`src/rtl/dff_pipe_synrst.sv`:
```
//==============================================================================
// Module   : dff_pipe_synrst
// Brief    : DEPTH-stage stallable, flushable WIDTH-bit delay line with per-stage
//            valid bits and a programmable reset value. Optional occupancy
//            counter enabled by defining DFF_PIPE_OCC_EN.
// Revision : 1.0  initial release
//==============================================================================
`default_nettype none

module dff_pipe_synrst #(
  parameter int               WIDTH     = 8,
  parameter int               DEPTH     = 3,
  parameter logic [WIDTH-1:0] RESET_VAL = '0
) (
  input  logic                         clk,
  input  logic                         reset,
  input  logic                         en,
  input  logic                         flush,
  input  logic [WIDTH-1:0]             d,
  input  logic                         d_valid,
  output logic [WIDTH-1:0]             q,
  output logic                         q_valid
`ifdef DFF_PIPE_OCC_EN
  ,
  output logic [$clog2(DEPTH+1)-1:0]   occupancy
`endif
);

  logic [WIDTH-1:0] data_r [DEPTH];
  logic [DEPTH-1:0] vld_r;

  // Each stage loads from its upstream neighbour; stage 0 loads the port.
  // Data shifts regardless of valid so the datapath needs no gating.
  genvar i;
  generate
    for (i = 0; i < DEPTH; i++) begin : g_stage
      logic [WIDTH-1:0] w_data_in;
      logic             w_vld_in;

      if (i == 0) begin : g_head
        assign w_data_in = d;
        assign w_vld_in  = d_valid;
      end else begin : g_body
        assign w_data_in = data_r[i-1];
        assign w_vld_in  = vld_r[i-1];
      end

      always_ff @(posedge clk) begin
        if (reset) begin
          data_r[i] <= RESET_VAL;
          vld_r[i]  <= 1'b0;
        end else if (flush) begin
          vld_r[i]  <= 1'b0;
        end else if (en) begin
          data_r[i] <= w_data_in;
          vld_r[i]  <= w_vld_in;
        end
      end
    end
  endgenerate

  assign q       = data_r[DEPTH-1];
  assign q_valid = vld_r[DEPTH-1];

`ifdef DFF_PIPE_OCC_EN
  localparam int OCC_W = $clog2(DEPTH+1);

  logic [OCC_W-1:0] occ_r;

  // Entry and exit on the same edge cancel, so the count tracks popcount(vld_r).
  always_ff @(posedge clk) begin
    if (reset || flush) begin
      occ_r <= '0;
    end else if (en) begin
      case ({d_valid, vld_r[DEPTH-1]})
        2'b10:   occ_r <= occ_r + OCC_W'(1);
        2'b01:   occ_r <= occ_r - OCC_W'(1);
        default: occ_r <= occ_r;
      endcase
    end
  end

  assign occupancy = occ_r;
`endif

endmodule

`default_nettype wire

```
`config.mk`:
```
export PLATFORM = sky130hd
export DESIGN_NAME = dff_pipe_synrst
export DESIGN_NICKNAME = d
export VERILOG_FILES = /design/src/rtl/dff_pipe_synrst.sv
export SDC_FILE = /design/constraint.sdc
export NUM_CORES = 1
export LEC_CHECK = 0
export CAP_MARGIN = 15
export CORE_MARGIN = 3
export CORE_UTILIZATION = 35
export CTS_BUF_LIST = sky130_fd_sc_hd__clkbuf_4 sky130_fd_sc_hd__clkbuf_8
export DETAILED_ROUTE_END_ITERATION = 7
export PLACE_DENSITY = 0.58
export SETUP_SLACK_MARGIN = 0.4
export SLEW_MARGIN = 40
export SYNTH_ARGS = -nofsm -noshare
export SYNTH_HDL_FRONTEND = slang
export SYNTH_SLANG_ARGS = --single-unit
```
`constraint.sdc`:
```
create_clock -name clk -period 1.3 [get_ports clk]
set_input_delay 0.26 -clock clk [delete_from_list [all_inputs] [get_ports clk]]
set_output_delay 0.26 -clock clk [all_outputs]
set_load 0.02 [all_outputs]
```
==> results.md, run 1 <==
* # IOs at 22
* First-pass GRT wire length at 2150 um
* Root Buffer: clkbuf_4
* Total CTS buffers at 3
* Area grow syn2layout at 29.4%
* DRT antenna net count at 0
* Hold path cells at 3
* Starting DRT DRC Count at 4
* Skew final at 0.703 ps
* Antenna violations before repair at 0
* Port buffer count at 21
* Critical path's slowest cell: edfxtp_1
* Die Y at 61.2 um
* Reg2Reg Depth at 1
* Most frequent cells in the layout: edfxtp_1 (24), and2_4 (15), clkdlybuf4s50_1 (9)
* Worst skew pair latency at 300 ps
* Syn_nets at 76
* Unrepaired setup endpoints after global routing: true
* CTS clk-pin slew, worst paths at 130 ps
* Layout cells sized above 1 at 48.9%
* Horiz. Die Dim at 61.2 um
* Final setup fails at 0
* HP Class: in -> reg
* Dpl cell area at 1360 um2
* Layout net count at 106
* Register Area at 782 um2
* WP buf/inv at 1
* Synthesized area at 1060 um2
* Starting Density at 37.6%
* CTS sink cnt at 27
* Setup crit end kind: output port
* Slew HR at 80.2%
* Synth warn at 0
* TNS Setup at 0 ps
* Core Rows at 19
* Mean number of vias per cell at 4.45
* Critical path launch point type: register
* Post-route cell area at 1380 um2
* Htree depth at 1
* Levels on crit path at 1
* Die area at 3740 um2
* Core footprint at 2830 um2
* # DRC at 0
* Via Count at 547
* Fill cells at 259
* Outcome: complete, no violations
* Clk buf depth at 2
* Grt ovf at 0
* Largest net degree at the start of global routing at 25
* Synth unique cells at 10
* Worst Setup Path Type: reg -> out
* Worst Path Arrival at 860 ps
* Area of the multi-input gates at 272 um2
* Max_cap viols at 0
* Final min period at 1120 ps
* Placer Congestion at 0.591
* CP max FO at 1
* Hold_ws at 266 ps
* Post-synthesis average cell area at 16.9 um2
* Synthesized instance count at 63
* Sequential share of the synthesized area at 73.3%
* Leading cell type in the layout, fill and taps excluded: edfxtp_1
* Avg WL per Cell at 11.2 um
* Period utilization at 85.9%
* Cts hold-fix bufs at 0
* HPWL Detailed at 910 um
* Max-slew violation count at 0
* Pwr dens at 1100 nW/um2
* N_diodes at 0
* Routed wire length at 1380 um
* CP required at 1040 ps
* CTS tree: done
* Fmax at 0.895 GHz
* First-pass DRT Iterations at 4
* Final hold violation count at 0
* Critical Path Max Stage Delay at 410 ps
* Leak at 0.000562 uW
* Gr usage total at 7.99%
* Cell family with most CP delay: flip-flops
* Crit-path cells: buf_6
* Flip-flop and latch count after synthesis at 27
* Worst vdd ir at 513 uV
* Vias in the first global route at 525
* Worst Tran Pin Value at 297 ps
-- synthesized netlist by cell type --
| library cell | count | share of area, % |
|---|---|---|
| and2_2 | 19 | 13 |
| inv_1 | 1 | 0.35 |
| edfxtp_1 | 24 | 68 |
| dfxtp_1 | 3 | 5.6 |
| mux2i_1 | 3 | 2.8 |
| buf_6 | 3 | 3.2 |
| nor3b_4 | 1 | 1.8 |
| nor3_1 | 3 | 1.4 |
| and2_1 | 5 | 2.9 |
| a21o_2 | 1 | 0.82 |
-- layer usage --
metal,wire length [um],share of wire (%),global-route usage (%),up-vias
li1,-,-,-,275
met3,97,7.0,1.89,2
met4,10,0.72,4.64,0
met1,587,42,8.59,254
met5,0,0,0,-
met2,688,50,14.2,16
-- flip-flops by register name (all words and copies together), names as in the netlist --
register,flops
q_valid,1
g_stage.w_vld_in,2
data_r,24
-- repair_timing --
| action | 4_1_cts | 5_1_grt |
|---|---|---|
| setup buffers | 1 | 0 |
| pin swaps | 1 | 1 |
| cloned | 1 | 0 |
| gates resized for setup | 55 | 3 |
| endpoints found under the setup margin | 60 | 17 |
-- where the power goes --
part	switching, uW	internal [uW]
registers	12.9	997
logic	69.3	84.8
clock network	217	140
-- kinds of logic (layout without fill, tap and decap cells) --
kind of cell | after synthesis | after routing | share of synthesized area [%]
compound gates | 1 | 1 | 0.823
buf+inv | 4 | 33 | 3.52
flops | 27 | 27 | 73.3
mux | 3 | 3 | 2.82
simple gates | 28 | 28 | 19.5
-- area by class of cell --
cell class,count,share of cell area (%)
sequential,27,56.8
multi-input combinational,32,19.7
timing repair buffer,28,18.3
tap,31,2.82
clock buffer,4,2.18
inverter,1,0.272
-- stage by stage --
| step | setup slack [ps] | total power, uW | utilization, % | instances |
|---|---|---|---|---|
| 2_1_floorplan | 276 | 1110 | - | 63 |
| 3_5_place_dp | -254 | 1190 | 47.9 | 117 |
| 6_report | 183 | 1520 | 48.7 | 123 |
| 3_3_place_gp | -224 | 1190 | 47.9 | 117 |
| 4_1_cts | 164 | 1540 | 48.7 | 123 |
| 5_1_grt | 124 | 1600 | 48.7 | 123 |
-- worst paths after layout --
| check | start | end | slack, ps |
|---|---|---|---|
| setup / recovery | data_r[2][6]$_SDFFCE_PN0P_ | q[6] | 180 |
| hold / removal | flush | q_valid$_SDFFE_PP0P_ | 270 |
| setup reg to reg | data_r[0][5]$_SDFFCE_PN0P_ | data_r[1][5]$_SDFFCE_PN0P_ | 530 |
| hold reg to reg | g_stage[2].w_vld_in$_SDFFE_PP0P_ | g_stage[2].w_vld_in$_SDFFE_PP0P_ | 540 |
Power figures use the tool's default switching activity.
==> run 2, diff against run 1 <==
--- a/config.mk
+++ b/config.mk
@@ -8,7 +8,7 @@
 export CAP_MARGIN = 15
 export CORE_MARGIN = 3
 export CORE_UTILIZATION = 35
-export CTS_BUF_LIST = sky130_fd_sc_hd__clkbuf_4 sky130_fd_sc_hd__clkbuf_8
+export CTS_CLUSTER_SIZE = 12
 export DETAILED_ROUTE_END_ITERATION = 7
 export PLACE_DENSITY = 0.58
 export SETUP_SLACK_MARGIN = 0.4
==> results.md, run 2 (synthesized netlist as in run 1, its figures left out) <==
* Critical Path Max Stage Delay at 410 ps (about the same)
* Max reg flops at 24 (unchanged)
* Worst Setup Path Type: reg -> out (unchanged)
* GR Util met3 at 1.89% (unchanged)
* Slew HR at 80.2% (about the same)
* Worst skew pair latency at 300 ps (about the same)
* Flop pwr share at 67.3% (was 66.4%)
* Switching Power at 299 uW (about the same)
* Largest net degree at the start of global routing at 25 (unchanged)
* Layout cells sized above 1 at 47.8% (was 48.9%)
* Max_cap viols at 0 (unchanged)
* Mean number of vias per cell at 4.45 (unchanged)
* Setup crit end kind: output port (unchanged)
* Starting DRT DRC Count at 4 (unchanged)
* Final min period at 1120 ps (about the same)
* Core Rows at 19 (unchanged)
* Grt ovf at 0 (unchanged)
* CP required at 1040 ps (about the same)
* Total CTS buffers at 3 (unchanged)
* Period utilization at 86.0% (was 85.9%)
* Combinational power share at 10.3% (was 10.1%)
* CTS tree: done (unchanged)
* Final hold violation count at 0 (unchanged)
* Worst Tran Pin Value at 297 ps (about the same)
* Clk pwr share at 22.4% (was 23.5%)
* Die Y at 61.2 um (unchanged)
* DRT antenna net count at 0 (unchanged)
* Leak at 0.000559 uW (was 0.000562 uW)
* Vias in the first global route at 525 (unchanged)
* Layout net count at 106 (unchanged)
* Largest register by flop count: data_r (unchanged)
* N_diodes at 0 (unchanged)
* Cell Int Power at 1200 uW (was 1220 uW)
* First-pass GRT wire length at 2150 um (unchanged)
* Root Buffer: clkbuf_4 (unchanged)
* Max-slew violation count at 0 (unchanged)
* WP buf/inv at 1 (unchanged)
* Antenna violations before repair at 0 (unchanged)
* Cell family with most CP delay: flip-flops (unchanged)
* CP max FO at 1 (unchanged)
* Area grow syn2layout at 29.0% (was 29.4%)
* Power Total at 1500 uW (was 1520 uW)
* Post-route cell area at 1370 um2 (was 1380 um2)
* Most frequent cells in the layout: edfxtp_1 (24), and2_4 (15), clkdlybuf4s50_1 (9) (unchanged)
* Routed wire length at 1390 um (was 1380 um)
* # DRC at 0 (unchanged)
* HPWL Detailed at 910 um (unchanged)
* HP Class: in -> reg (unchanged)
* Port buffer count at 21 (unchanged)
* Met1 usage at 8.59% (unchanged)
* Critical path's slowest cell: edfxtp_1 (unchanged)
* Leading cell type in the layout, fill and taps excluded: edfxtp_1 (unchanged)
* Final setup fails at 0 (unchanged)
* # IOs at 22 (unchanged)
* Met2 Track Usage GR at 14.2% (unchanged)
* Gr usage total at 7.99% (unchanged)
* Critical path launch point type: register (unchanged)
* GRT Max-Usage Layer: met2 (unchanged)
* CTS clk-pin slew, worst paths at 130 ps (about the same)
* Starting Density at 37.6% (unchanged)
* Clk buf depth at 2 (unchanged)
* Skew final at 0.759 ps (was 0.703 ps)
* CTS sink cnt at 27 (unchanged)
* Cts hold-fix bufs at 0 (unchanged)
* Horiz. Die Dim at 61.2 um (unchanged)
* Core footprint at 2830 um2 (unchanged)
* First-pass DRT Iterations at 4 (unchanged)
* Crit-path cells: buf_6 (unchanged)
* Switch share at 19.9% (was 19.7%)
* Placer Congestion at 0.591 (unchanged)
* Worst Path Arrival at 860 ps (about the same)
* Avg WL per Cell at 11.3 um (was 11.2 um)
* Htree depth at 1 (unchanged)
* Die area at 3740 um2 (unchanged)
* Pwr dens at 1090 nW/um2 (was 1100 nW/um2)
* Worst vdd ir at 511 uV (was 513 uV)
* Fmax at 0.894 GHz (was 0.895 GHz)
* Via Count at 547 (unchanged)
* Unrepaired setup endpoints after global routing: true (unchanged)
* Dpl cell area at 1360 um2 (unchanged)
* Outcome: complete, no violations (unchanged)
==> run 2: cell counts in the layout (fill, tap and decap cells not counted) <==
Identical to the previous run, type by type.
==> run 2: per-layer routing <==
| metal | up-vias | share of wire (%) |
|---|---|---|
| met5 | - | 0 |
| met4 | 0 | 0.72 |
| met3 | 2 | 7.0 |
| met2 | 16 | 50 |
| met1 | 254 | 42 |
| li1 | 275 | - |
==> run 2: final cells by class <==
cell class	count	area, um2
clock buffers	4	26.3
fillers	261	1460
flip-flops and latches	27	782
inverters	1	3.75
repair buffers	28	251
well taps	31	38.8
multi-input cells	32	272
==> run 2: power groups by stage <==
stage / registers, uW / clock network, uW / logic (uW)
after floorplan: 1050 / 0 / 59.5
after global placement: 1030 / 0 / 161
after detailed placement: 1030 / 0 / 162
after CTS: 1010 / 356 / 156
after global routing: 1010 / 399 / 166
final: 1010 / 337 / 154
==> run 2: path summary, 6_finish.rpt <==
| check | cells past startpoint | endpoint | startpoint | slack [ps] |
|---|---|---|---|---|
| min | 3 | q_valid$_SDFFE_PP0P_ | flush | 270 |
| min reg2reg | 2 | g_stage[2].w_vld_in$_SDFFE_PP0P_ | g_stage[2].w_vld_in$_SDFFE_PP0P_ | 540 |
| max | 1 | q[7] | data_r[2][7]$_SDFFCE_PN0P_ | 180 |
| max reg2reg | 1 | data_r[1][5]$_SDFFCE_PN0P_ | data_r[0][5]$_SDFFCE_PN0P_ | 530 |
==> run 2: per-stage QoR <==
stage          setup slack, ps  hold slack (ps)  TNS [ps]  util, %  std cells
5_1_grt                    124              255         0     48.6        123
6_report                   182              266         0     48.6        123
3_3_place_gp              -224              509     -9240     47.9        117
2_1_floorplan              276              337         0        -         63
4_1_cts                    164              353         0     48.6        123
3_5_place_dp              -254              515    -10060     47.9        117
==> run 2: repair_timing <==
| item | 4_1_cts | 5_1_grt |
|---|---|---|
| setup endpoints to repair | 60 | 17 |
| pin swaps | 1 | 1 |
| setup buffers | 1 | 0 |
| cloned | 1 | 0 |
| gates resized for setup | 55 | 3 |
==> run 3, diff against run 2 <==
==> constraint.sdc (replaced) <==
create_clock -name clk -period 1.3 [get_ports clk]
set_input_delay 0.39 -clock clk [delete_from_list [all_inputs] [get_ports clk]]
set_output_delay 0.39 -clock clk [all_outputs]
set_load 0.02 [all_outputs]
==> results.md, run 3 (synthesized netlist as in run 1, its figures left out) <==
* Outcome: complete, no violations (unchanged)
* Core footprint at 2830 um2 (unchanged)
* Flop pwr share at 65.7% (was 67.3%)
* First-pass GRT wire length at 2230 um (was 2150 um)
* Horiz. Die Dim at 61.2 um (unchanged)
* Critical Path Max Stage Delay at 410 ps (about the same)
* Htree depth at 1 (unchanged)
* Leading cell type in the layout, fill and taps excluded: edfxtp_1 (unchanged)
* Layout cells sized above 1 at 53.7% (was 47.8%)
* Worst skew pair latency at 300 ps (about the same)
* Clk buf depth at 2 (unchanged)
* Core Rows at 19 (unchanged)
* CP max FO at 1 (unchanged)
* Pwr dens at 1040 nW/um2 (was 1090 nW/um2)
* Largest net degree at the start of global routing at 25 (unchanged)
* CTS tree: done (unchanged)
* Final setup fails at 0 (unchanged)
* First-pass DRT Iterations at 2 (was 4)
* Routed wire length at 1450 um (was 1390 um)
* Leak at 0.000604 uW (was 0.000559 uW)
* Vias in the first global route at 533 (was 525)
* Fill cells at 256 (was 261)
* Critical path launch point type: register (unchanged)
* Switch share at 20.0% (was 19.9%)
* Grt ovf at 0 (unchanged)
* Most frequent cells in the layout: edfxtp_1 (24), and2_4 (23), buf_6 (14) (was edfxtp_1 (24), and2_4 (15), clkdlybuf4s50_1 (9))
* Skew final at 2.75 ps (was 0.759 ps)
* Critical path's slowest cell: edfxtp_1 (unchanged)
* Mean number of vias per cell at 4.48 (was 4.45)
* Total CTS buffers at 3 (unchanged)
* Final hold violation count at 0 (unchanged)
* Final min period at 1250 ps (was 1120 ps)
* HP Class: in -> reg (unchanged)
* # DRC at 0 (unchanged)
* Worst Path Arrival at 860 ps (about the same)
* Starting DRT DRC Count at 11 (was 4)
* Unrepaired setup endpoints after global routing: true (unchanged)
* Port buffer count at 21 (unchanged)
* Cell Int Power at 1230 uW (was 1200 uW)
* HPWL Detailed at 910 um (unchanged)
* Post-Layout Cell Count at 126 (was 123)
* Max-slew violation count at 0 (unchanged)
* WP buf/inv at 1 (unchanged)
* Max reg flops at 24 (unchanged)
* Register Area at 782 um2 (unchanged)
* N_diodes at 0 (unchanged)
* Clk pwr share at 22.0% (was 22.4%)
* Fmax at 0.801 GHz (was 0.894 GHz)
* Cell family with most CP delay: flip-flops (unchanged)
* Cts hold-fix bufs at 0 (unchanged)
* Period utilization at 96.1% (was 86.0%)
* CTS sink cnt at 27 (unchanged)
* Gr usage total at 8.39% (was 7.99%)
* DRT antenna net count at 0 (unchanged)
* Power Total at 1540 uW (was 1500 uW)
* Worst vdd ir at 516 uV (was 511 uV)
* Setup crit end kind: output port (unchanged)
* Post-Place Cells at 117 (unchanged)
* Layout net count at 109 (was 106)
* TNS Setup at 0 ps (unchanged)
* Final WS setup at 51.0 ps (was 182 ps)
* Die Y at 61.2 um (unchanged)
* CP required at 910 ps (was 1040 ps)
* Combinational power share at 12.3% (was 10.3%)
* Via Count at 565 (was 547)
* Worst Setup Path Type: reg -> out (unchanged)
* Die area at 3740 um2 (unchanged)
* Switching Power at 308 uW (was 299 uW)
* Antenna violations before repair at 0 (unchanged)
* # IOs at 22 (unchanged)
* CTS clk-pin slew, worst paths at 130 ps (about the same)
* Worst Tran Pin Value at 298 ps (was 297 ps)
* Avg WL per Cell at 11.5 um (was 11.3 um)
* Area of the multi-input gates at 287 um2 (was 272 um2)
* Slew HR at 80.1% (was 80.2%)
* Area grow syn2layout at 39.5% (was 29.0%)
* Starting Density at 37.6% (unchanged)
* Max_cap viols at 0 (unchanged)
* Placer Congestion at 0.591 (unchanged)
* Layout Utilization at 52.5% (was 48.6%)
* Root Buffer: clkbuf_4 (unchanged)
* Largest register by flop count: data_r (unchanged)
* Crit-path cells: buf_6 (unchanged)
* Pre-CTS setup slack at -384 ps (was -254 ps)
==> run 3: cell count changes in the layout (fill, tap and decap cells not counted) <==
cell / before / now
buf_8: 0 / 1
and2_2: 4 / 0
buf_6: 6 / 14
and2_1: 5 / 1
buf_16: 0 / 1
buf_4: 3 / 5
buf_2: 8 / 0
and2_4: 15 / 23
clkdlybuf4s15_2: 1 / 0
==> run 3: final timing paths <==
path | start | end | slack [ps] | cells past startpoint
worst max-delay path | data_r[2][7]$_SDFFCE_PN0P_ | q[7] | 50 | 1
worst min-delay path | flush | q_valid$_SDFFE_PP0P_ | 330 | 3
worst max register to register | data_r[0][5]$_SDFFCE_PN0P_ | data_r[1][5]$_SDFFCE_PN0P_ | 520 | 1
worst min register to register | g_stage[2].w_vld_in$_SDFFE_PP0P_ | g_stage[2].w_vld_in$_SDFFE_PP0P_ | 540 | 2
==> run 3: area by class of cell <==
cell class / count / area share, %
clock buffers: 4 / 1.77
inverters: 1 / 0.253
multi-input cells: 32 / 19.3
flip-flops and latches: 27 / 52.7
well taps: 31 / 2.61
repair buffers: 31 / 23.4
==> run 3: stage by stage <==
| stage | cell area, um2 | hold slack, ps |
|---|---|---|
| after floorplan | 1090 | 467 |
| after global placement | 1360 | 509 |
| after detailed placement | 1360 | 515 |
| final | 1490 | 333 |
| after global routing | 1490 | 316 |
| after CTS | 1430 | 329 |
==> run 3: layer usage <==
layer / wire length [um] / GRT usage (%)
met5: 0 / 0
met4: 10 / 4.64
met3: 86 / 1.89
met2: 735 / 14.5
met1: 620 / 9.53
==> run 3: power by group through the flow <==
stage	registers, uW	clock network (uW)	logic [uW]
2_1_floorplan	1050	0	59.5
3_5_place_dp	1030	0	162
3_3_place_gp	1030	0	161
6_report	1010	338	190
4_1_cts	1010	356	175
5_1_grt	1020	404	202
==> run 3: repair_timing <==
| action | 4_1_cts | 5_1_grt |
|---|---|---|
| gates resized for setup | 69 | 18 |
| cloned | 2 | 0 |
| hold endpoints to repair | 0 | 0 |
| setup endpoints to repair | 60 | 23 |
| setup buffers | 3 | 0 |
| pin swaps | 5 | 1 |
==> variant 1 (settings of run 1) <==
The parameter `WIDTH` goes from 8 to 7.
--- a/src/rtl/dff_pipe_synrst.sv
+++ b/src/rtl/dff_pipe_synrst.sv
@@ -8,7 +8,7 @@
 `default_nettype none
 
 module dff_pipe_synrst #(
-  parameter int               WIDTH     = 8,
+  parameter int               WIDTH     = 7,
   parameter int               DEPTH     = 3,
   parameter logic [WIDTH-1:0] RESET_VAL = '0
 ) (
Ports: changed (resized d and q); port bits go from 22 to 20. No check against the original RTL was run, so the function may have changed too.
==> variant 1 against run 1 <==
Count of clock-buffer cells in the layout unchanged; final area increased by 1.5%; sequential cell count is 3 lower; area after synthesis fell by 11%; sequential power fell by 11%; routed wire length increased by 23%; worst setup slack got worse by 0.0075 ns; power down 5.2%; critical path type unchanged; highest routed layer unchanged.
==> variant 1: results (changes against run 1) <==
outcome = finished, final reports clean
slew margin rel. = 0.846 (+0.0442)
1st-iter DRT viols = 13 (+9)
biggest area contributors in the synthesized netlist = sky130_fd_sc_hd__edfxtp_1, sky130_fd_sc_hd__and2_2, sky130_fd_sc_hd__dfxtp_1, sky130_fd_sc_hd__buf_6, sky130_fd_sc_hd__and2_1
Routability Congestion = 0.592 (+0.10%)
first-pass GRT wire length = 2.69 mm (+25%)
most frequent cells after synthesis = sky130_fd_sc_hd__edfxtp_1, sky130_fd_sc_hd__and2_2, sky130_fd_sc_hd__and2_1
maximum cell stage delay along the critical path = 0.39 ns (-0.02 ns)
number of filler cells placed in the layout = 212 (-18%)
final std cells w/o fill = 122 (-0.81%)
sequential area share after synthesis = 0.725 (-0.00789)
number of synthesized flops with an enable pin = 21 (-13%)
crit path max fanout = 1 (unchanged)
Max Clock Skew = 0.00445 ns (+0.00375 ns)
placed cell count = 107 (-8.5%)
static leakage = 0.582 nW (+3.6%)
overall global routing resource usage = 0.116 (+0.0365)
worst vdd rail ir drop = 0.588 mV (+14%)
maximum number of pins on one net before global-route repair = 14 (-44%)
average routed wire per standard cell = 14.0 µm (+25%)
Post-Place Setup Slack = -0.207 ns (+0.0472 ns)
post-synthesis net count = 69 (-9.2%)
family of cells with the greatest summed delay on the critical path = flip-flops
synthesized area divided by synthesized cell count = 16.7 µm² (-1.2%)
cell chosen for the clock root = sky130_fd_sc_hd__clkbuf_4
port bufs = 19 (-9.5%)
library cells used by synthesis = 10 (unchanged)
layout cells sized above 1 = 0.543 (+0.0543)
DR pass1 iterations = 2 (-2)
number of global-route vias before repair = 554 (+5.5%)
vias after detailed routing = 560 (+2.4%)
cell area after placement = 1210 µm² (-10%)
flip-flop count of the largest register after layout = 21 (-13%)
variant 1: cell types whose count changed after synthesis, sizes merged:
cell | before | now
and2 | 24 | 21
edfxtp | 24 | 21
variant 1: final timing paths:
| path | slack, ns | cells past startpoint | startpoint | endpoint |
|---|---|---|---|---|
| setup reg to reg | 0.52 | 1 | data_r[0][4] | data_r[1][4] |
| hold / removal | 0.21 | 3 | reset | q_valid |
| setup / recovery | 0.18 | 1 | data_r[2][4] | q[4] |
| hold reg to reg | 0.54 | 2 | g_stage[2].w_vld_in | q_valid |
variant 1: metal layers:
metal	GRT usage	part of all wire
met2	0.205	0.55
met4	0.0695	0.015
met3	0.0334	0.056
met1	0.122	0.38
met5	0	0
variant 1: where the power goes:
part / total [mW] / switching (mW) / internal, mW / leakage [nW]
logic: 0.192 / 0.0758 / 0.117 / 0.318
clock network: 0.353 / 0.213 / 0.141 / 0.0184
registers: 0.897 / 0.0130 / 0.884 / 0.246
variant 1: cell type report:
| type | instances | area (µm²) | area share |
|---|---|---|---|
| Sequential cell | 24 | 692 | 0.495 |
| Tap cell | 30 | 37.5 | 0.0269 |
| Inverter | 1 | 3.75 | 0.00269 |
| Timing Repair Buffer | 32 | 352 | 0.252 |
| Multi-Input combinational cell | 31 | 283 | 0.202 |
| Clock buffer | 4 | 30.0 | 0.0215 |
variant 1: what timing repair did:
| item | CTS | global route |
|---|---|---|
| pin swaps | 3 | 1 |
| hold buffers | 0 | 0 |
| endpoints found under the setup margin | 53 | 14 |
| gates resized for setup | 63 | 5 |
| hold endpoints to repair | 0 | 0 |
| cloned | 4 | 0 |
| buffers inserted | 4 | 3 |
variant 1: logic make-up after synthesis:
logic type      count (synthesis)  synth area share
flops                          24             0.725
compound gates                  1           0.00920
buf+inv                         4            0.0394
mux                             3            0.0315
simple gates                   25             0.194
==> variant 2 (config.mk and constraints of run 1) <==
Made on the original files. Register the input `d` before use, with the module's reset. The logic sees it one clock later. The other inputs are not delayed to match.
--- a/src/rtl/dff_pipe_synrst.sv
+++ b/src/rtl/dff_pipe_synrst.sv
@@ -26,6 +26,16 @@
 `endif
 );
 
+  logic [WIDTH-1:0] d_q;
+
+  always_ff @(posedge clk) begin
+    if (reset) begin
+      d_q <= '0;
+    end else begin
+      d_q <= d;
+    end
+  end
+
   logic [WIDTH-1:0] data_r [DEPTH];
   logic [DEPTH-1:0] vld_r;
 
@@ -38,7 +48,7 @@
       logic             w_vld_in;
 
       if (i == 0) begin : g_head
-        assign w_data_in = d;
+        assign w_data_in = d_q;
         assign w_vld_in  = d_valid;
       end else begin : g_body
         assign w_data_in = data_r[i-1];
Check against the original RTL: not equivalent (Yosys sat finds a counterexample within 4 cycles, from zero or initial values and one cycle with reset high).
==> variant 2 against run 1 <==
Worst setup slack worse by 0.012 ns; via count increased by 27%; sequential share of layout area fell by 2.2 points; routed wire length rose by 33%; power up 48%; count of clock-buffer cells in the layout grew 2; sequential cell count rose by 8; combinational power up 19%; area after synthesis increased by 20%; final area up 25%; fmax shrank 1.1%; hold slack better by 0.15 ns; critical path type unchanged.
==> variant 2: results (changes against run 1) <==
outcome = finished, final reports clean
highest metal used = met4
met2 layer wire length in the routed design = 859 µm (+25%)
average routed wire per standard cell = 11.3 µm (+0.34%)
family of cells with the greatest summed delay on the critical path = flip-flops
overall global routing resource usage = 0.102 (+0.0218)
placed cell count = 146 (+25%)
CP max stage cell = sky130_fd_sc_hd__edfxtp_1
routed via count divided by cell count = 4.27 (-4.0%)
number of gates given a new drive strength after cts = 53 (-3.6%)
library cells used by synthesis = 12 (+2)
post-synthesis cell count = 80 (+27%)
post-synthesis net count = 93 (+22%)
number of buffers created by CTS = 5 (+2)
CTS HTree Levels = 2 (+1)
wire length on met3 = 168 µm (+73%)
half-perimeter wire length of the detailed placement result = 949 µm (+4.3%)
worst min-delay path category = input port to flop
post-route minimum period = 1.13 ns (+0.0121 ns)
Worst Hold Path Cells = 3 (unchanged)
most frequent cells after synthesis = sky130_fd_sc_hd__edfxtp_1, sky130_fd_sc_hd__and2_2, sky130_fd_sc_hd__dfxtp_1
GR Layer Usage met3 = 0.0510 (+0.0322)
number of global-route vias before repair = 688 (+31%)
static leakage = 0.704 nW (+25%)
maximum cell stage delay along the critical path = 0.39 ns (-0.02 ns)
maximum number of pins on one net before global-route repair = 16 (-36%)
routed metal-1 wire length = 762 µm (+30%)
Worst-Margin Slew = 0.182 ns (-0.115 ns)
biggest area contributors in the synthesized netlist = sky130_fd_sc_hd__edfxtp_1, sky130_fd_sc_hd__dfxtp_1, sky130_fd_sc_hd__and2_2, sky130_fd_sc_hd__nor2b_1, sky130_fd_sc_hd__buf_6
Routability Congestion = 0.606 (+2.5%)
fin nets = 129 (+22%)
internal power = 1.80 mW (+47%)
DR pass1 iterations = 4 (unchanged)
vias after detailed routing = 696 (+27%)
met1 usage in global routing = 0.110 (+0.0238)
Post-Place Setup Slack = -0.559 ns (-0.305 ns)
1st-iter DRT viols = 16 (+12)
layout cells sized above 1 = 0.462 (-0.0276)
number of buffers inserted to repair setup after CTS = 5 (+4)
sequential area share after synthesis = 0.736 (+0.00256)
worst vdd rail ir drop = 0.630 mV (+23%)
register containing the most flip-flops in the final layout = data_r
number of filler cells placed in the layout = 312 (+20%)
Max Clock Skew = 0.00722 ns (+0.00651 ns)
clock-pin transition on the worst setup and hold timing paths = 0.11 ns (-0.02 ns)
source-to-sink clock delay at the later pin of the worst-skew pair = 0.34 ns (+0.04 ns)
met2 demand-to-capacity share in global routing = 0.159 (+0.0166)
antenna violations before repair = 0 (unchanged)
first-pass GRT wire length = 3.08 mm (+43%)
[variant 2: cell count changes in the layout (fill, tap and decap cells not counted), moves of 2 or more]
cell	change
sky130_fd_sc_hd__nor2b_1	+8
sky130_fd_sc_hd__dfxtp_1	+8
sky130_fd_sc_hd__buf_6	-2
sky130_fd_sc_hd__buf_4	+3
sky130_fd_sc_hd__a21o_4	+3
[variant 2: power groups by stage]
stage	combinational [mW]	sequential (mW)	clock, mW
floorplan	0.0731	1.30	0
global placement	0.158	1.28	0
detailed placement	0.160	1.29	0
CTS	0.185	1.26	0.835
global route	0.197	1.26	0.898
finish	0.183	1.26	0.814
[variant 2: metrics by stage]
step,cell area (µm²),hold slack (ns),util
after global placement,1560,0.498,0.456
after CTS,1720,0.401,0.502
after floorplan,1330,0.332,-
final,1730,0.417,0.505
after detailed placement,1560,0.498,0.456
after global routing,1730,0.431,0.505
[variant 2: worst paths after layout]
| path | startpoint | to |
|---|---|---|
| worst max register to register | data_r[0][7] | data_r[1][7] |
| worst min register to register | d_q[6] | data_r[0][6] |
| worst min-delay path | flush | q_valid |
| worst max-delay path | data_r[2][3] | q[3] |
[variant 2: cells by family after synthesis]
family,share of synthesized area
muxes,0.0235
buffers and inverters,0.0323
and+or+nand+nor,0.202
AOI/OAI and AO/OA,0.00685
DFF,0.736
[variant 2: cell type report]
| cell class | count | area [µm²] | share of cell area |
|---|---|---|---|
| clock inverter | 2 | 35.0 | 0.0203 |
| timing repair buffer | 29 | 248 | 0.144 |
| inverter | 1 | 6.26 | 0.00363 |
| clock buffer | 6 | 51.3 | 0.0297 |
| multi-input combinational | 44 | 385 | 0.223 |
| sequential | 35 | 942 | 0.546 |
| tap | 46 | 57.6 | 0.0334 |
